### config.mk
export PLATFORM = sky130hd
export DESIGN_NAME = fp16_int_arith_unit_flat
export DESIGN_NICKNAME = d
export VERILOG_FILES = /design/src/rtl/fp16_int_arith_unit_if.sv /design/src/rtl/fp16_int_arith_unit.sv /design/src/flat_wrapper.sv
export SDC_FILE = /design/constraint.sdc
export NUM_CORES = 1
export LEC_CHECK = 0
export ABC_AREA = 1
export CAP_MARGIN = 40
export CORE_ASPECT_RATIO = 0.9
export CORE_UTILIZATION = 47
export CTS_BUF_LIST = sky130_fd_sc_hd__clkbuf_4 sky130_fd_sc_hd__clkbuf_8
export CTS_CLUSTER_SIZE = 25
export DETAILED_ROUTE_END_ITERATION = 8
export GPL_TIMING_DRIVEN = 0
export HOLD_SLACK_MARGIN = 0.05
export PLACE_DENSITY_LB_ADDON = 0.12
export SLEW_MARGIN = 20
export SYNTH_ARGS = -nofsm -noshare
export SYNTH_HDL_FRONTEND = slang
export SYNTH_SLANG_ARGS = --single-unit
export TNS_END_PERCENT = 20
### constraint.sdc
create_clock -name clk -period 1 [get_ports clk]
set_input_delay 0.25 -clock clk [delete_from_list [all_inputs] [get_ports clk]]
set_output_delay 0.25 -clock clk [all_outputs]
set_load 0.02 [all_outputs]
### src/rtl/fp16_int_arith_unit_if.sv
// Operand/result bundle between the FP16 alignment stage, the integer arithmetic unit and normalisation.
interface fp16_int_arith_unit_if #(
  parameter int W_WIDE   = 12,
  parameter int W_NARROW = 6
);
  logic                in_valid;
  logic [W_WIDE-1:0]   add_a;
  logic [W_WIDE-1:0]   add_b;
  logic [W_WIDE-1:0]   sub_a;
  logic [W_WIDE-1:0]   sub_b;
  logic [W_NARROW-1:0] exp_a;
  logic [W_NARROW-1:0] exp_b;
  logic                out_valid;
  logic [W_WIDE-1:0]   add_sum;
  logic [W_WIDE-1:0]   sub_diff;
  logic [W_NARROW-1:0] exp_sum;
  logic                add_cout;
  logic                sub_borrow;
  logic                exp_ovf;

  modport master (
    output in_valid, add_a, add_b, sub_a, sub_b, exp_a, exp_b,
    input  out_valid, add_sum, sub_diff, exp_sum, add_cout, sub_borrow, exp_ovf
  );

  modport slave (
    input  in_valid, add_a, add_b, sub_a, sub_b, exp_a, exp_b,
    output out_valid, add_sum, sub_diff, exp_sum, add_cout, sub_borrow, exp_ovf
  );
endinterface

### src/rtl/fp16_int_arith_unit.sv
// Registered mantissa add/sub and exponent add lanes for the FP16 adder, one-cycle latency.
// Define FP16_ARITH_FLAGS_EN to build the carry, borrow and exponent-overflow flags.
module fp16_int_arith_unit #(
  parameter int W_WIDE   = 12,
  parameter int W_NARROW = 6
) (
  input logic                 clk,
  input logic                 rst,
  fp16_int_arith_unit_if.slave bus
);

  function automatic logic [W_WIDE:0] adder_12bit(input logic [W_WIDE-1:0] a,
                                                  input logic [W_WIDE-1:0] b,
                                                  input logic              cin);
    return {1'b0, a} + {1'b0, b} + {{W_WIDE{1'b0}}, cin};
  endfunction

  // Result MSB is the borrow: inverse of the carry out of a + ~b + 1.
  function automatic logic [W_WIDE:0] subtractor_12bit(input logic [W_WIDE-1:0] a,
                                                       input logic [W_WIDE-1:0] b);
    logic [W_WIDE:0] r;
    r = adder_12bit(a, ~b, 1'b1);
    return {~r[W_WIDE], r[W_WIDE-1:0]};
  endfunction

  function automatic logic [W_NARROW-1:0] adder_6bit(input logic [W_NARROW-1:0] a,
                                                     input logic [W_NARROW-1:0] b);
    return a + b;
  endfunction

  logic [W_WIDE-1:0]   add_sum_s, sub_diff_s;
  logic [W_NARROW-1:0] exp_sum_s;
  logic                valid_d, valid_q;
  logic [W_WIDE-1:0]   add_sum_d, add_sum_q, sub_diff_d, sub_diff_q;
  logic [W_NARROW-1:0] exp_sum_d, exp_sum_q;

`ifdef FP16_ARITH_FLAGS_EN
  logic add_cout_s, sub_borrow_s, exp_ovf_s;
  logic add_cout_d, add_cout_q, sub_borrow_d, sub_borrow_q, exp_ovf_d, exp_ovf_q;

  // Lane arithmetic with flags.
  always_comb begin
    {add_cout_s, add_sum_s}     = adder_12bit(bus.add_a, bus.add_b, 1'b0);
    {sub_borrow_s, sub_diff_s}  = subtractor_12bit(bus.sub_a, bus.sub_b);
    exp_sum_s                   = adder_6bit(bus.exp_a, bus.exp_b);
    exp_ovf_s = (bus.exp_a[W_NARROW-1] == bus.exp_b[W_NARROW-1]) &&
                (exp_sum_s[W_NARROW-1] != bus.exp_a[W_NARROW-1]);
  end
`else
  // Lane arithmetic, data only.
  always_comb begin
    add_sum_s  = W_WIDE'(adder_12bit(bus.add_a, bus.add_b, 1'b0));
    sub_diff_s = W_WIDE'(subtractor_12bit(bus.sub_a, bus.sub_b));
    exp_sum_s  = adder_6bit(bus.exp_a, bus.exp_b);
  end
`endif

  // Next state: capture on a valid beat, otherwise hold data while valid drops.
  always_comb begin
    valid_d    = bus.in_valid;
    add_sum_d  = add_sum_q;
    sub_diff_d = sub_diff_q;
    exp_sum_d  = exp_sum_q;
`ifdef FP16_ARITH_FLAGS_EN
    add_cout_d   = add_cout_q;
    sub_borrow_d = sub_borrow_q;
    exp_ovf_d    = exp_ovf_q;
`endif
    if (bus.in_valid) begin
      add_sum_d  = add_sum_s;
      sub_diff_d = sub_diff_s;
      exp_sum_d  = exp_sum_s;
`ifdef FP16_ARITH_FLAGS_EN
      add_cout_d   = add_cout_s;
      sub_borrow_d = sub_borrow_s;
      exp_ovf_d    = exp_ovf_s;
`endif
    end else begin
      valid_d = 1'b0;
    end
  end

  // Output registers with asynchronous clear.
  always_ff @(posedge clk or posedge rst) begin
    if (rst) begin
      valid_q    <= 1'b0;
      add_sum_q  <= {W_WIDE{1'b0}};
      sub_diff_q <= {W_WIDE{1'b0}};
      exp_sum_q  <= {W_NARROW{1'b0}};
`ifdef FP16_ARITH_FLAGS_EN
      add_cout_q   <= 1'b0;
      sub_borrow_q <= 1'b0;
      exp_ovf_q    <= 1'b0;
`endif
    end else begin
      valid_q    <= valid_d;
      add_sum_q  <= add_sum_d;
      sub_diff_q <= sub_diff_d;
      exp_sum_q  <= exp_sum_d;
`ifdef FP16_ARITH_FLAGS_EN
      add_cout_q   <= add_cout_d;
      sub_borrow_q <= sub_borrow_d;
      exp_ovf_q    <= exp_ovf_d;
`endif
    end
  end

  assign bus.out_valid = valid_q;
  assign bus.add_sum   = add_sum_q;
  assign bus.sub_diff  = sub_diff_q;
  assign bus.exp_sum   = exp_sum_q;
`ifdef FP16_ARITH_FLAGS_EN
  assign bus.add_cout   = add_cout_q;
  assign bus.sub_borrow = sub_borrow_q;
  assign bus.exp_ovf    = exp_ovf_q;
`else
  assign bus.add_cout   = 1'b0;
  assign bus.sub_borrow = 1'b0;
  assign bus.exp_ovf    = 1'b0;
`endif

endmodule

### src/flat_wrapper.sv
// flat-port wrapper written by rule: the top's interface ports become plain ports
module fp16_int_arith_unit_flat 
#(
  parameter int W_WIDE   = 12,
  parameter int W_NARROW = 6
)
  (clk, rst, bus_in_valid, bus_add_a, bus_add_b, bus_sub_a, bus_sub_b, bus_exp_a, bus_exp_b, bus_out_valid, bus_add_sum, bus_sub_diff, bus_exp_sum, bus_add_cout, bus_sub_borrow, bus_exp_ovf);
  fp16_int_arith_unit_if #(.W_WIDE(W_WIDE), .W_NARROW(W_NARROW)) bus_i ();
  input logic clk;
  input logic rst;
  input wire logic [$bits(bus_i.in_valid)-1:0] bus_in_valid;
  input wire logic [$bits(bus_i.add_a)-1:0] bus_add_a;
  input wire logic [$bits(bus_i.add_b)-1:0] bus_add_b;
  input wire logic [$bits(bus_i.sub_a)-1:0] bus_sub_a;
  input wire logic [$bits(bus_i.sub_b)-1:0] bus_sub_b;
  input wire logic [$bits(bus_i.exp_a)-1:0] bus_exp_a;
  input wire logic [$bits(bus_i.exp_b)-1:0] bus_exp_b;
  output wire logic [$bits(bus_i.out_valid)-1:0] bus_out_valid;
  output wire logic [$bits(bus_i.add_sum)-1:0] bus_add_sum;
  output wire logic [$bits(bus_i.sub_diff)-1:0] bus_sub_diff;
  output wire logic [$bits(bus_i.exp_sum)-1:0] bus_exp_sum;
  output wire logic [$bits(bus_i.add_cout)-1:0] bus_add_cout;
  output wire logic [$bits(bus_i.sub_borrow)-1:0] bus_sub_borrow;
  output wire logic [$bits(bus_i.exp_ovf)-1:0] bus_exp_ovf;
  assign bus_i.in_valid = bus_in_valid;
  assign bus_i.add_a = bus_add_a;
  assign bus_i.add_b = bus_add_b;
  assign bus_i.sub_a = bus_sub_a;
  assign bus_i.sub_b = bus_sub_b;
  assign bus_i.exp_a = bus_exp_a;
  assign bus_i.exp_b = bus_exp_b;
  assign bus_out_valid = bus_i.out_valid;
  assign bus_add_sum = bus_i.add_sum;
  assign bus_sub_diff = bus_i.sub_diff;
  assign bus_exp_sum = bus_i.exp_sum;
  assign bus_add_cout = bus_i.add_cout;
  assign bus_sub_borrow = bus_i.sub_borrow;
  assign bus_exp_ovf = bus_i.exp_ovf;
  fp16_int_arith_unit #(.W_WIDE(W_WIDE), .W_NARROW(W_NARROW)) u_core (.clk(clk), .rst(rst), .bus(bus_i));
endmodule
==> results.py <==
metrics = {
    "setup_path": {
        "path_class": "in2reg",
        "worstReg2RegStart": "u_core.bus.sub_diff[3]$_DFFE_PP0P_",
        "reg2reg_slack_ps": 280,
        "start_kind": "primary input",
        "end_kind": "flip-flop",
        "startpoint": "bus_add_a[10]",
        "worstPathArrival_ps": 1500,
        "critPathRequiredTime_ps": 1180,
        "crit_fanout": 4,
    },
    "clock_tree": {
        "cts_root_buf": "clkbuf_8",
        "clock-sinks": 31,
        "htree_levels": 2,
        "cts_buffers": 5,
        "clk_pin_slew_ps": 80,
        "cts_tree": "yes",
        "clkLatencyLatePin_ps": 290,
        "cts_buffer_depth": 2,
        "holdBufCountCts": 0,
    },
    "yosys": {
        "yosys.cell_types.count": 24,
        "synth_edf_count": 0,
        "synthCells": 400,
        "synth_area_per_cell_um2": 6.64,
        "synth_most_common_cell": "nand2_1",
        "ys_ff_latch": 31,
        "yosysSeqAreaShare_pct": 29.2,
        "yosysWarnings": 0,
        "synth.area.top_cells": "dfrtp_1 29%, nand2_1 21%, ha_1 13%",
        "yosys-top-cells-count": "151 x nand2_1, 63 x inv_1, 31 x dfrtp_1, 30 x nand3_1, 27 x ha_1",
        "synth_top_area_share_pct": 29.2,
        "synth_ff_type": "dfrtp_1",
        "synth_area_mm2": 0.00266,
        "yosys.area.top_type": "dfrtp_1",
        "async_flop_share_pct": 100,
    },
    "detailed_routing": {
        "wl_met2_mm": 5.62,
        "viasPerCell": 6.03,
        "antenna_left": 0,
        "drc_errors": 0,
        "finalWirelength_mm": 11.7,
        "wl_met3_mm": 1.24,
        "drt-initial-drc-count": 381,
        "topRoutingLayerUsed": "met4",
        "post_drt_wl_per_cell_um": 19.5,
        "firstDrtPassIters": 5,
        "vias": 3626,
        "wl_met1_mm": 4.12,
    },
    "finish": {
        "fin_nets": 626,
        "drive_above_1_share_pct": 54.1,
        "final_util_pct": 87.8,
        "area_growth_syn_to_layout_pct": 76.9,
        "antennaDiodeCount": 0,
    },
    "sta": {
        "setup_viol": 53,
        "tightest_slew_ps": 678,
        "relSlewSlack_pct": 54.7,
        "fmax_ghz": 0.762,
        "finalWorstSetupSlack_ps": -312,
        "fin_setup_tns_ps": -6550,
        "min_period_ps": 1310,
        "hold_viol_final": 0,
        "fin_crit_sh_pct": 131,
        "slew_violations": 0,
        "skew_ps": 0,
        "rsz0062_at_grt": "true",
    },
    "die": {
        "start_util_pct": 49.7,
        "die-height_um": 73.3,
        "core-area_mm2": 0.00535,
        "rows": 25,
        "die_area_mm2": 0.00596,
        "num_io_pins": 97,
        "die_w_um": 81.2,
    },
    "global_routing": {
        "overflow": 0,
        "antenna_found_initial": 0,
        "grt_pass1_vias": 3180,
        "grt_use_total_pct": 32.3,
        "grt_max_degree": 32,
        "grt_pass1_wl_mm": 14.4,
    },
    "worst_hold_path": {
        "hp-class": "in2reg",
        "hold_start": "bus_in_valid",
    },
    "power": {
        "pwr_density_cell_mw_per_mm2": 1170,
        "leakage_nw": 2.38,
        "irDropWorstVdd_mv": 1.15,
    },
    "job": {
        "drv_cap": 0,
    },
    "outcome": {
        "violations": "setup timing",
        "status": "complete, but fails checks",
    },
    "placed_design": {
        "place_worst_setup_slack_ps": -1030,
        "gp_congestion": 0.866,
        "hpwlAfterDp_mm": 5.48,
        "port-buffer-count": 93,
    },
}
critical path, cell delays in order:
cell and delay (ps):
dlygate4sd2_1 260, ha_4 290, nand2_1 80, nor2_2 140
nand3_1 140, nand3_1 120, nand2_1 70, nand3_1 80
nand2_1 60
layout make-up:
class,instances,area (um^2)
clock buffers,7,83.8
inverters,64,250
multi-input cells,298,2460
repair buffers,124,970
clock inverters,1,5.00
fillers,254,651
flip-flops and latches,31,776
plain buffers,9,67.6
well taps,67,83.8
per-stage QoR:
step | power (mW) | hold WS [ps] | cell area [um^2] | std cells
2_1_floorplan | 2.73 | 281 | 2710 | 402
3_3_place_gp | 3.58 | 453 | 3730 | 562
3_5_place_dp | 3.63 | 458 | 3730 | 562
4_1_cts | 4.95 | 273 | 4430 | 593
5_1_grt | 5.74 | 198 | 4700 | 601
6_report | 5.52 | 187 | 4700 | 601
repair_timing:
action | CTS | global route
cloned | 0 | 0
buffers inserted | 23 | 8
gates resized for setup | 406 | 137
pin swaps | 82 | 88
endpoints found under the setup margin | 61 | 61
flip-flops by register name, indices dropped and copies added (netlist names):
register and flops:
u_core.bus.add_sum 12, u_core.bus.sub_diff 12, u_core.bus.exp_sum 6, u_core.bus.out_valid 1
cell families after synthesis:
family	after synthesis	share of synthesized area, %
buffers and inverters	73	10.9
adders and majority gates	30	15.0
other	1	0.141
AOI/OAI and AO/OA	34	6.64
and+or+nand+nor	222	35.2
DFF	31	29.2
xor gates and xnor gates	9	2.97
worst paths after layout:
path | end | cells after the start
min | u_core.bus.out_valid$_DFF_PP0_ | 1
max reg2reg | u_core.bus.sub_diff[3]$_DFFE_PP0P_ | 2
min reg2reg | u_core.bus.sub_diff[8]$_DFFE_PP0P_ | 2
max in group asynchronous | u_core.bus.sub_diff[9]$_DFFE_PP0P_ | 2
min in group asynchronous | u_core.bus.add_sum[0]$_DFFE_PP0P_ | 2
max | u_core.bus.add_sum[11]$_DFFE_PP0P_ | 9
routing by layer:
metal / GRT usage, % / vias up
met3: 7.33 / 85
met5: 0 / -
met4: 14.9 / 0
met2: 57.8 / 330
met1: 36.3 / 1691
li1: - / 1520
power by group:
| part | switching, mW | internal (mW) | leakage [nW] |
|---|---|---|---|
| Combinational | 1.65 | 1.23 | 1.96 |
| Sequential | 0.139 | 1.45 | 0.373 |
| Clock | 0.507 | 0.543 | 0.0491 |
cells in the final DEF, fill, tap and decap left out, types with 7 or more instances in the layout:
master,netlist,routed
o21ai_1,2,12
buf_2,0,35
clkdlybuf4s50_1,0,7
clkbuf_2,0,16
a21oi_2,0,10
buf_6,0,29
nand3_1,30,11
inv_1,63,40
nand2_2,4,42
nor2_1,21,8
nand2_4,0,12
nor2_2,2,7
inv_2,1,22
nor2_4,0,8
dfrtp_1,31,31
nand3_4,0,8
buf_4,3,31
nand3_2,3,14
nand2_1,151,101
nand4_1,9,9
ha_4,0,27
Note: power is estimated with default switching activity, not from simulation.
